`src/rtl/dcache_pkg.sv`:
```
// dcache_pkg: shared types and geometry for the data-cache writeback path.
package dcache_pkg;
  localparam int LINE_WORDS = 16;
  localparam int RBKSZ = 4;
  localparam int MADDR_W = 32;
  localparam int LADDR_W = 6;
  localparam int BEATS = LINE_WORDS / RBKSZ;
  localparam int WADDR_W = LINE_WORDS > 1 ? $clog2(LINE_WORDS) : 1;
  typedef logic [31:0] word_t;
  typedef logic [LADDR_W-1:0] laddr_t;
  typedef logic [WADDR_W-1:0] waddr_t;
  typedef logic [MADDR_W-1:0] maddr_t;
  typedef enum logic [1:0] {IDLE, READ, SEND} wb_state_t;
  function automatic bit is_pow2(int v);
    return v > 0 && (v & (v - 1)) == 0;
  endfunction
endpackage

```
`src/rtl/dcache_writeback.sv`:
```
// dcache_writeback: streams a victim line from the data array to memory; DCACHE_WB_PIPE_EN overlaps reads with sends.
import dcache_pkg::*;
module dcache_writeback #(
  parameter int LINE_WORDS = dcache_pkg::LINE_WORDS,
  parameter int RBKSZ = dcache_pkg::RBKSZ,
  parameter int MADDR_W = dcache_pkg::MADDR_W
) (
  input  logic                     clk,
  input  logic                     rst,
  input  logic                     wb_req_valid,
  output logic                     wb_req_ready,
  input  laddr_t                   wb_req_laddr,
  input  logic [MADDR_W-1:0]       wb_req_addr,
  output logic                     wb_busy,
  output logic                     wb_done,
  output logic                     cm_re,
  output laddr_t                   cm_laddr,
  output waddr_t                   cm_waddr,
  input  word_t [RBKSZ-1:0]        cm_dout,
  output logic                     mem_valid,
  input  logic                     mem_ready,
  output logic [MADDR_W-1:0]       mem_addr,
  output word_t [RBKSZ-1:0]        mem_data,
  output logic                     mem_last
);
  localparam int N_BEATS = LINE_WORDS / RBKSZ;
  localparam int B_W = N_BEATS > 1 ? $clog2(N_BEATS) : 1;
  if (LINE_WORDS % RBKSZ != 0 || !is_pow2(LINE_WORDS) || !is_pow2(RBKSZ)) begin : g_bad_cfg
    $error("dcache_writeback: LINE_WORDS and RBKSZ must be powers of two with RBKSZ dividing LINE_WORDS");
  end
  wb_state_t state, state_n;
  logic [B_W-1:0] beat, beat_n;
  laddr_t laddr_q;
  logic [MADDR_W-1:0] addr_q;
  logic done_q, done_n, send, last, fire, pipe_re;
  assign send = state == SEND;
  assign last = beat == B_W'(N_BEATS - 1);
  assign fire = send && mem_ready;
`ifdef DCACHE_WB_PIPE_EN
  assign pipe_re = fire && !last;
`else
  assign pipe_re = 1'b0;
`endif
  always_comb begin
    state_n = state;
    beat_n = beat;
    done_n = 1'b0;
    if (state == IDLE && wb_req_valid) begin
      state_n = READ;
      beat_n = '0;
    end
    if (state == READ) state_n = SEND;
    if (fire) begin
      done_n = last;
      state_n = last ? IDLE : (pipe_re ? SEND : READ);
      beat_n = last ? beat : beat + 1'b1;
    end
  end
  // cm_dout holds while cm_re is low, so a stalled beat needs no capture register
  always_comb begin
    wb_req_ready = state == IDLE;
    wb_busy = state != IDLE || done_q;
    wb_done = done_q;
    cm_re = state == READ || pipe_re;
    cm_laddr = laddr_q;
    cm_waddr = waddr_t'(32'(pipe_re ? beat + 1'b1 : beat) * RBKSZ);
    mem_valid = send;
    mem_addr = addr_q + MADDR_W'(32'(beat) * RBKSZ * 4);
    mem_data = send ? cm_dout : '0;
    mem_last = send && last;
  end
  always_ff @(posedge clk) begin
    if (rst) begin
      state <= IDLE;
      beat <= '0;
      laddr_q <= '0;
      addr_q <= '0;
      done_q <= 1'b0;
    end else begin
      state <= state_n;
      beat <= beat_n;
      done_q <= done_n;
      if (wb_req_ready && wb_req_valid) begin
        laddr_q <= wb_req_laddr;
        addr_q <= wb_req_addr;
      end
    end
  end
endmodule

```
`config.mk`:
```
export PLATFORM = sky130hd
export DESIGN_NAME = dcache_writeback
export DESIGN_NICKNAME = d
export VERILOG_FILES = /design/src/rtl/dcache_pkg.sv /design/src/rtl/dcache_writeback.sv
export SDC_FILE = /design/constraint.sdc
export NUM_CORES = 1
export LEC_CHECK = 0
export CAP_MARGIN = 20
export CORE_AREA = 2 2 135 137
export DETAILED_ROUTE_END_ITERATION = 10
export DIE_AREA = 0 0 137 139
export DONT_BUFFER_PORTS = 1
export PLACE_DENSITY_LB_ADDON = 0.25
export SKIP_LAST_GASP = 1
export SYNTH_ARGS = -nofsm -noshare
export SYNTH_HDL_FRONTEND = slang
export SYNTH_SLANG_ARGS = --single-unit
export TNS_END_PERCENT = 30
```
`constraint.sdc`:
```
create_clock -name clk -period 4.4 [get_ports clk]
set_clock_uncertainty 0.05 [all_clocks]
set_input_delay 0.22 -clock clk [delete_from_list [all_inputs] [get_ports clk]]
set_output_delay 0.22 -clock clk [all_outputs]
set_load 0.02 [all_outputs]
```
==> results.ini, run 1 <==
[outcome]
status = completed

[power]
clkPwrFrac_pct = 34.6
finalPower_mw = 1.08
ir_drop_mv = 0.137
power.switching_mw = 0.393
p_leak_nw = 1.29
p_int_mw = 0.684
seqPwrFrac_pct = 42.1
powerDensity_nw_per_um2 = 315
power_frac_comb_pct = 23.3
switching_share_pct = 36.5

[floorplanning]
die-area_um2 = 19000
io_pins = 346
die_height_um = 139
fp-row-count = 49
coreArea_um2 = 17700
start_util_pct = 17.2
die_x_um = 137

[sta]
maxSlewViolCount = 0
min_period_ns = 3.33
final.setup.tns_ns = 0
max_slew_margin_pct = 35.4
finalCritPeriodShare_pct = 75.8
rsz0062_at_grt = false
fmax_mhz = 300
hold_violations = 0
worst_slew_pin_slew_ns = 0.967
setup_violations = 0
holdWs_ns = 0.00676
finalWorstSetupSlack_ns = 1.07

[synth]
seq_area_frac_synth_pct = 28.3
synth_ff_type = dfxtp_1
synth-seq-cells = 43
synth_edf_count = 0
yosysWarnings = 0
syn_area_per_cell_um2 = 7.16
synth_simple_gate_area_share_pct = 48.0
synth.distinct_cells = 31
synthDominantCellAreaShare_pct = 28.3
synth_fa_ha_area_share_pct = 1.89
synth_top_area_cell = dfxtp_1
netlist_top_cells_area = dfxtp_1 28%, and2_1 28%, nand2_1 10%
synth_top_family_by_area = simple AND/OR/NAND/NOR gates
synthXorXnorAreaFrac_pct = 7.48
async_flop_share_pct = 0
synth_compound_area_share_pct = 7.81
synthMuxAreaShare_pct = 0
netlist_area_um2 = 3040
syn_inst = 425

[layout]
nets = 576
final_cell_mix = 134 x and2_1, 84 x nand2_1, 43 x a21oi_1, 43 x dfxtp_1, 20 x xnor2_1
final_cells = 652
fin_util_pct = 19.4
drive_gt1_share_pct = 4.22
syn_to_final_growth_pct = 12.3
stdcell_area_um2 = 3420
layout_commonest_cell = and2_1

[clock_tree]
cts.sinks = 43
cts_tree = built
cts_buffers = 5
clockBufferDepth = 2
cts_resized = 0
h-tree-depth = 2
clkTransAtPathRegs_ns = 0.07
clock_latency_ns = 0.29
cts-root-buf = clkbuf_16

[global_route]
grt_pass1_vias = 2821
overflow = 0
grt_pass1_wl_mm = 23.7
antenna_found_initial = 28
grt_usage_pct = 17.8
grt_max_degree = 73

[setup_path]
critPathLaunchType = flip-flop
crit_path_end_kind = primary output
crit_required_ns = 4.13
cp_max_fo = 7
cp.arrival_ns = 3.06
rr_worst_depth = 5
timing_worst_setup_path_type = flip-flop to primary output

[route]
drt_iter0_drc = 202
ant_nets = 0
drt-pass1-iter-count = 4
drcViolationCount = 0
viasPerCell = 4.47
routed_wl_mm = 18.1
vias = 2912
route.detailed.wl_per_inst_um = 27.8

[placement]
dp_slack_ns = 1.39
dp_hpwl_mm = 15.5
gp_congestion = 0.992
portBuffers = 0
placed_area_um2 = 3200
numPlacedInstances = 623

[min_path]
holdPathStages = 2
hold_class = primary input to flip-flop

[run]
drv_cap = 0

==> path summary, 6_finish.rpt <==
check	slack, ns	from	endpoint
setup reg to reg	2.23	state[0]	addr_q[5]
hold reg to reg	0.41	addr_q[4]	addr_q[4]
setup / recovery	1.07	beat[0]	mem_addr[28]
hold / removal	0.007	wb_req_addr[12]	addr_q[12]
==> kinds of logic (layout without fill, tap and decap cells) <==
family                   after synthesis  count (layout)
AND/OR/NAND/NOR                      263             263
AO/OA/AOI/OAI                         47              47
flip-flops                            43              43
buffers and inverters                 41              18
XOR/XNOR                              26              26
adder cells (fa/ha/maj)                4               4
other                                  1              22
==> registers in the layout, indices dropped and copies added, names as in the netlist <==
name	flops
addr_q	32
cm_laddr	6
beat	2
state	2
wb_done	1
==> cell type report <==
type | instances | area (um^2)
fill | 2036 | 14200
sequential | 43 | 861
antenna | 20 | 50.0
clock inverter | 3 | 20.0
clock buffer | 5 | 125
inverter | 6 | 22.5
multi-input combinational | 342 | 2000
timing repair buffer | 4 | 55.1
tap | 229 | 287
==> synthesized netlist by cell type, types with 2 or more instances <==
library cell / count
and2_1: 134
nand2_1: 84
a21oi_1: 43
dfxtp_1: 43
xnor2_1: 20
clkbuf_1: 19
buf_4: 9
nand3_1: 8
nand4_1: 8
and3_1: 7
inv_1: 6
xor2_1: 6
buf_2: 5
nor2_1: 5
and4_1: 3
ha_1: 3
o21ai_0: 3
clkbuf_2: 2
nand3_2: 2
nor2b_1: 2
nor3_1: 2
nor3b_1: 2
==> critical path: stages (launching register included) <==
cell	delay (ns)
dfxtp_1	0.59
ha_1	0.25
inv_1	0.06
fa_1	0.43
and4b_1	0.32
nor4b_4	0.46
nand4_1	0.20
xnor2_1	0.46
==> power by group through the flow <==
stage,clock network [mW],registers (mW),logic (mW)
floorplan,0,0.448,0.216
global placement,0,0.462,0.243
detailed placement,0,0.462,0.245
CTS,0.382,0.453,0.254
global route,0.398,0.457,0.269
finish,0.372,0.453,0.251
==> metal layers <==
layer / up-vias / GRT usage [%] / share of wire, %
li1: 1314 / - / -
met1: 1331 / 19.7 / 36
met2: 219 / 27.8 / 44
met3: 30 / 12.3 / 17
met4: 18 / 4.34 / 2.0
met5: - / 0 / 0.70
==> repair_timing <==
action / 4_1_cts / 5_1_grt
buffers inserted: 0 / 0
hold buffers: 1 / 0
hold endpoints to repair: 43 / 0
Power figures use the tool's default switching activity.
==> inputs of run 2 (changes only) <==
==> constraint.sdc (replaced) <==
create_clock -name clk -period 2.98 [get_ports clk]
set_clock_uncertainty 0.05 [all_clocks]
set_input_delay 0.149 -clock clk [delete_from_list [all_inputs] [get_ports clk]]
set_output_delay 0.149 -clock clk [all_outputs]
set_load 0.02 [all_outputs]
==> run 2 against run 1 <==
Compared with the run above: final cell count up 6.9%; total power increased by 62%; count of clock-buffer cells in the layout did not move; critical path depth is 1 higher; sequential share of layout area is 3.2 points lower; first-iteration DRC count decreased by 21%; register-to-register slack worse by 1.8 ns; combinational power is 74% higher; hold slack improved by 0.026 ns; non-clock buffer count grew 51; largest cell class unchanged.
==> results.ini, run 2 (synthesis results as in run 1) <==
[sta]
min_period_ns = 2.77
finalWorstSetupSlack_ns = 0.214  ; -0.853 ns
worst_slew_pin_slew_ns = 0.579  ; -0.388 ns
max_slew_margin_pct = 61.3  ; +26 points
setup_violations = 0  ; unchanged
holdWs_ns = 0.0327  ; +0.0259 ns
finalCritPeriodShare_pct = 92.8
maxSlewViolCount = 0  ; unchanged
final.setup.tns_ns = 0  ; unchanged
hold_violations = 0  ; unchanged
fmax_mhz = 362
rsz0062_at_grt = false

[setup_path]
cp_slowest_cell = fa_1
crit_required_ns = 2.78  ; -1.35 ns
cp.arrival_ns = 2.57  ; -0.49 ns
path_buf_inv = 2  ; +1
crit_family = simple AND/OR/NAND/NOR gates
timing_worst_setup_path_type = flip-flop to primary output
critPathLaunchType = flip-flop
slowest_delay_ns = 0.44  ; -0.15 ns
crit_path_end_kind = primary output
cp_cell_sequence = ha_1 > inv_1 > fa_1 > and4b_1 > nor4b_4 > nand4_1 > xnor2_1 > buf_4
cp_max_fo = 7  ; unchanged

[layout]
syn_to_final_growth_pct = 28.4
nets = 627  ; +8.9%
drive_gt1_share_pct = 6.39  ; +2.2 points
regMostFlops = addr_q
largest_reg_flops = 32  ; unchanged
final_cell_mix = 134 x and2_1, 84 x nand2_1, 43 x a21oi_1, 43 x dfxtp_1, 39 x dlygate4sd3_1
stdcell_area_um2 = 3910  ; +14%
layout_commonest_cell = and2_1

[placement]
dp_slack_ns = 0.521  ; -0.867 ns
dp_hpwl_mm = 15.7  ; +1.2%
portBuffers = 0  ; unchanged
gp_congestion = 0.987  ; -0.49%
placed_area_um2 = 3290  ; +2.8%

[clock_tree]
cts-hold-fix-buffers = 40  ; +39
clkTransAtPathRegs_ns = 0.06  ; about the same
clockBufferDepth = 2  ; unchanged
cts_tree = built
h-tree-depth = 2  ; unchanged
cts_resized = 0  ; unchanged
cts_buffers = 5  ; unchanged
cts.sinks = 43  ; unchanged
cts-root-buf = clkbuf_16
clock_latency_ns = 0.29  ; about the same
post_cts_buffers = 0  ; unchanged

[route]
drt_iter0_drc = 160  ; -21%
drt-pass1-iter-count = 4  ; unchanged
routed_wl_mm = 18.5  ; +1.9%
viasPerCell = 4.42  ; -0.93%
route.detailed.wl_per_inst_um = 26.5  ; -4.7%
ant_nets = 0  ; unchanged
vias = 3084  ; +5.9%
drcViolationCount = 0  ; unchanged

[power]
powerDensity_nw_per_um2 = 446  ; +42%
p_leak_nw = 1.54  ; +19%
ir_drop_mv = 0.192  ; +40%

[global_route]
grt_usage_pct = 18.1  ; +0.30 points
overflow = 0  ; unchanged
grt_max_degree = 100  ; +37%
antenna_found_initial = 23  ; -18%
grt_pass1_vias = 2960  ; +4.9%
grt_pass1_wl_mm = 24.1  ; +1.4%

[min_path]
hold_class = primary input to flip-flop

[outcome]
status = completed

[floorplanning]
die-area_um2 = 19000  ; unchanged
io_pins = 346  ; unchanged
fp-row-count = 49  ; unchanged
coreArea_um2 = 17700  ; unchanged
die_height_um = 139  ; unchanged
die_x_um = 137  ; unchanged
start_util_pct = 17.2  ; unchanged

[run]
drv_cap = 0  ; unchanged

[run 2: tightest hold or removal path: cells and delay by family]
family	cells	cell delay, ns
AOI/OAI and AO/OA	2	0.11
and+or+nand+nor	1	0.06
[run 2: final timing paths]
kind | startpoint | cells after the start | slack (ns) | to
max | beat[0] | 8 | 0.21 | mem_addr[26]
min | wb_req_valid | 3 | 0.03 | beat[0]
max reg2reg | state[0] | 7 | 0.40 | addr_q[21]
min reg2reg | addr_q[4] | 2 | 0.41 | addr_q[4]
[run 2: stage by stage]
| step | utilization (%) | std cells | power, mW |
|---|---|---|---|
| after detailed placement | 18.7 | 635 | 1.06 |
| final | 22.1 | 697 | 1.74 |
| after CTS | 21.9 | 683 | 1.77 |
| after floorplan | - | 426 | 0.980 |
| after global routing | 22.0 | 686 | 1.82 |
| after global placement | 18.7 | 635 | 1.06 |
[run 2: cell type report]
type                       count  area [um^2]
clock inverter                 3         43.8
inverter                       6         22.5
fill                        2014        13700
antenna                       14         35.0
clock buffer                   5          125
sequential                    43          861
tap                          229          287
timing repair buffer          55          536
multi-input combinational    342         2000
[run 2: metal layers]
layer / global-route usage, % / part of all wire (%)
met5: 0 / 0.70
met4: 3.64 / 1.4
met3: 10.6 / 15
met2: 28.9 / 45
met1: 21.0 / 38
[run 2: report_power, final]
part | internal, mW | switching [mW] | total [mW]
registers | 0.613 | 0.0518 | 0.664
logic | 0.134 | 0.303 | 0.437
clock network | 0.396 | 0.245 | 0.641
==> inputs of run 3 (changes only) <==
--- a/config.mk
+++ b/config.mk
@@ -5,10 +5,11 @@
 export SDC_FILE = /design/constraint.sdc
 export NUM_CORES = 1
 export LEC_CHECK = 0
+export ABC_AREA = 1
 export CAP_MARGIN = 20
-export CORE_AREA = 2 2 135 137
+export CORE_AREA = 2 2 136 138
 export DETAILED_ROUTE_END_ITERATION = 10
-export DIE_AREA = 0 0 137 139
+export DIE_AREA = 0 0 138 140
 export DONT_BUFFER_PORTS = 1
 export PLACE_DENSITY_LB_ADDON = 0.25
 export SKIP_LAST_GASP = 1
==> constraint.sdc (replaced) <==
create_clock -name clk -period 3.1 [get_ports clk]
set_clock_uncertainty 0.05 [all_clocks]
set_input_delay 0.155 -clock clk [delete_from_list [all_inputs] [get_ports clk]]
set_output_delay 0.155 -clock clk [all_outputs]
set_load 0.02 [all_outputs]
==> run 3 against run 2 <==
Compared with the run above: hold slack got worse by 0.027 ns; synthesized cell count rose by 51%; register-to-register slack better by 0.85 ns; sequential power grew 2%; count of clock-buffer cells in the layout stayed put; synthesized area is 14% higher; worst setup slack better by 0.17 ns; first-iteration DRC count shrank 4.4%; final area grew 3.1%; utilization rose by 0.54 points; total power increased by 4.5%; largest cell class unchanged.
==> results.ini, run 3 <==
[outcome]
status = completed

[setup_path]
crit_path_end_kind = primary output
cp_slowest_cell = dfxtp_1
cp_cell_sequence = ha_1 > inv_1 > fa_1 > nor2_4 > nand2_2 > nor2_2 > xor2_1
crit_family = adder cells
slowest_delay_ns = 0.53  ; +0.09 ns
path_buf_inv = 1  ; -1
critPathLaunchType = flip-flop
cp_max_fo = 5  ; -2
timing_worst_setup_path_type = flip-flop to primary output
cp.arrival_ns = 2.51  ; -0.06 ns
r2r_slack_ns = 1.25  ; +0.85 ns
crit_required_ns = 2.89  ; +0.11 ns

[clock_tree]
cts-hold-fix-buffers = 21  ; -48%
clkTransAtPathRegs_ns = 0.06  ; about the same
cts.sinks = 43  ; unchanged
clock_latency_ns = 0.29  ; about the same
h-tree-depth = 2  ; unchanged
cts-root-buf = clkbuf_16
cts_buffers = 5  ; unchanged
clockBufferDepth = 2  ; unchanged
cts_tree = built
cts_resized = 0  ; unchanged
post_cts_buffers = 0  ; unchanged

[global_route]
antenna_found_initial = 5  ; -78%
grt_pass1_vias = 3533  ; +19%
grt_usage_pct = 17.7  ; -0.37 points
overflow = 0  ; unchanged
grt_pass1_wl_mm = 24.8  ; +3.1%
grt_max_degree = 118  ; +18%

[power]
finalPower_mw = 1.82  ; +4.5%
powerDensity_nw_per_um2 = 452  ; +1.4%
p_leak_nw = 2.16  ; +41%
ir_drop_mv = 0.310  ; +62%

[layout]
syn_to_final_growth_pct = 15.8
drive_gt1_share_pct = 4.02  ; -2.4 points
largest_reg_flops = 32  ; unchanged
regArea_um2 = 861  ; unchanged
layout_commonest_cell = nor2_1
fill_cells = 2099  ; +4.2%
nets = 820  ; +31%
regMostFlops = addr_q
final_cell_mix = 221 x nor2_1, 159 x inv_1, 83 x nand2_1
multi_input_area_um2 = 1770  ; -12%

[route]
vias = 3695  ; +20%
ant_nets = 0  ; unchanged
viasPerCell = 4.21  ; -4.9%
route.detailed.wl_per_inst_um = 20.7  ; -22%
routed_wl_mm = 18.1  ; -1.7%
drt_iter0_drc = 153  ; -4.4%
drcViolationCount = 0  ; unchanged
drt-pass1-iter-count = 4  ; unchanged

[sta]
hold_violations = 0  ; unchanged
rsz0062_at_grt = false
setup_violations = 0  ; unchanged
final.setup.tns_ns = 0  ; unchanged
maxSlewViolCount = 0  ; unchanged
max_slew_margin_pct = 57.5  ; -3.8 points
worst_slew_pin_slew_ns = 0.635  ; +0.0564 ns
min_period_ns = 2.71
fmax_mhz = 369
finalCritPeriodShare_pct = 87.5
holdWs_ns = 0.00567  ; -0.0270 ns

[synth]
synth_edf_count = 0  ; unchanged
synth_common_cells = 221 x nor2_1, 160 x inv_1, 83 x nand2_1
yosysMostFrequentCell = nor2_1
seq_area_frac_synth_pct = 24.7  ; -3.5 points
syn_inst = 640  ; +51%
synth.distinct_cells = 28  ; -9.7%
netlist_top_cells_area = dfxtp_1 25%, nor2_1 24%, inv_1 17%
synth_ff_type = dfxtp_1
synth_top_area_cell = dfxtp_1
netlist_area_um2 = 3480  ; +14%
synth-seq-cells = 43  ; unchanged
yosysWarnings = 0  ; unchanged
async_flop_share_pct = 0  ; unchanged
syn_area_per_cell_um2 = 5.44  ; -24%
synthDominantCellAreaShare_pct = 24.7  ; -3.5 points

[floorplanning]
die-area_um2 = 19300  ; +1.5%
die_x_um = 138  ; +0.73%
io_pins = 346  ; unchanged
fp-row-count = 49  ; unchanged
die_height_um = 140  ; +0.72%
start_util_pct = 19.6  ; +2.3 points
coreArea_um2 = 17800  ; +0.69%

[min_path]
hold_class = primary input to flip-flop

[run]
drv_cap = 0  ; unchanged

[placement]
gp_congestion = 0.921  ; -6.7%
dp_hpwl_mm = 15.7  ; +0.14%
portBuffers = 0  ; unchanged

-- run 3: changes by cell type after synthesis, moves of 4 or more --
cell      change
a21oi_1      -30
nand3_1       +6
nor2_1      +216
inv_1       +154
nand4_1       -8
and2_1      -132
o21ai_0      +38
clkbuf_1     -14
and3_1        -6
buf_6        +13
buf_2         -4
xnor2_1      -13
-- run 3: worst paths after layout --
path,start,end,cells after the start
setup / recovery,beat[0],mem_addr[16],7
hold / removal,wb_req_addr[8],addr_q[8],2
setup reg to reg,state[1],wb_done,5
hold reg to reg,addr_q[31],addr_q[31],2
-- run 3: power by group --
group / total [mW] / internal, mW / switching [mW]
Clock: 0.704 / 0.462 / 0.242
Sequential: 0.679 / 0.604 / 0.0755
Combinational: 0.438 / 0.109 / 0.328
-- run 3: final cells by class --
| class | instances | area share [%] |
|---|---|---|
| Clock buffer | 5 | 3.10 |
| Antenna cell | 2 | 0.124 |
| Multi-Input combinational cell | 406 | 43.9 |
| Sequential cell | 43 | 21.4 |
| Inverter | 161 | 15.1 |
| Tap cell | 229 | 7.11 |
| Timing Repair Buffer | 29 | 7.70 |
| Clock inverter | 3 | 1.68 |
-- run 3: stage by stage --
stage / std cells / setup WS, ns / instance area [um^2] / utilization (%)
2_1_floorplan: 641 / 0.952 / 3480 / -
3_3_place_gp: 845 / 0.682 / 3570 / 20.1
3_5_place_dp: 845 / 0.671 / 3570 / 20.1
4_1_cts: 874 / 0.348 / 3970 / 22.3
5_1_grt: 876 / 0.207 / 4030 / 22.6
6_report: 878 / 0.388 / 4030 / 22.7
-- run 3: cell families after synthesis --
family                   Yosys count  share of synthesized area (%)
AO/OA/AOI/OAI                     56                           8.16
adder cells (fa/ha/maj)            4                           1.65
AND/OR/NAND/NOR                  331                           37.5
flip-flops                        43                           24.7
buffers and inverters            192                           24.6
other                              1                          0.108
XOR/XNOR                          13                           3.27
-- run 3: metal layers --
metal | vias to the layer above | share of wire (%) | GRT usage [%]
met3 | 19 | 11 | 8.79
met5 | - | 0.21 | 0
met2 | 183 | 46 | 28.3
met1 | 1663 | 42 | 21.6
li1 | 1824 | - | -
met4 | 6 | 0.92 | 3.87
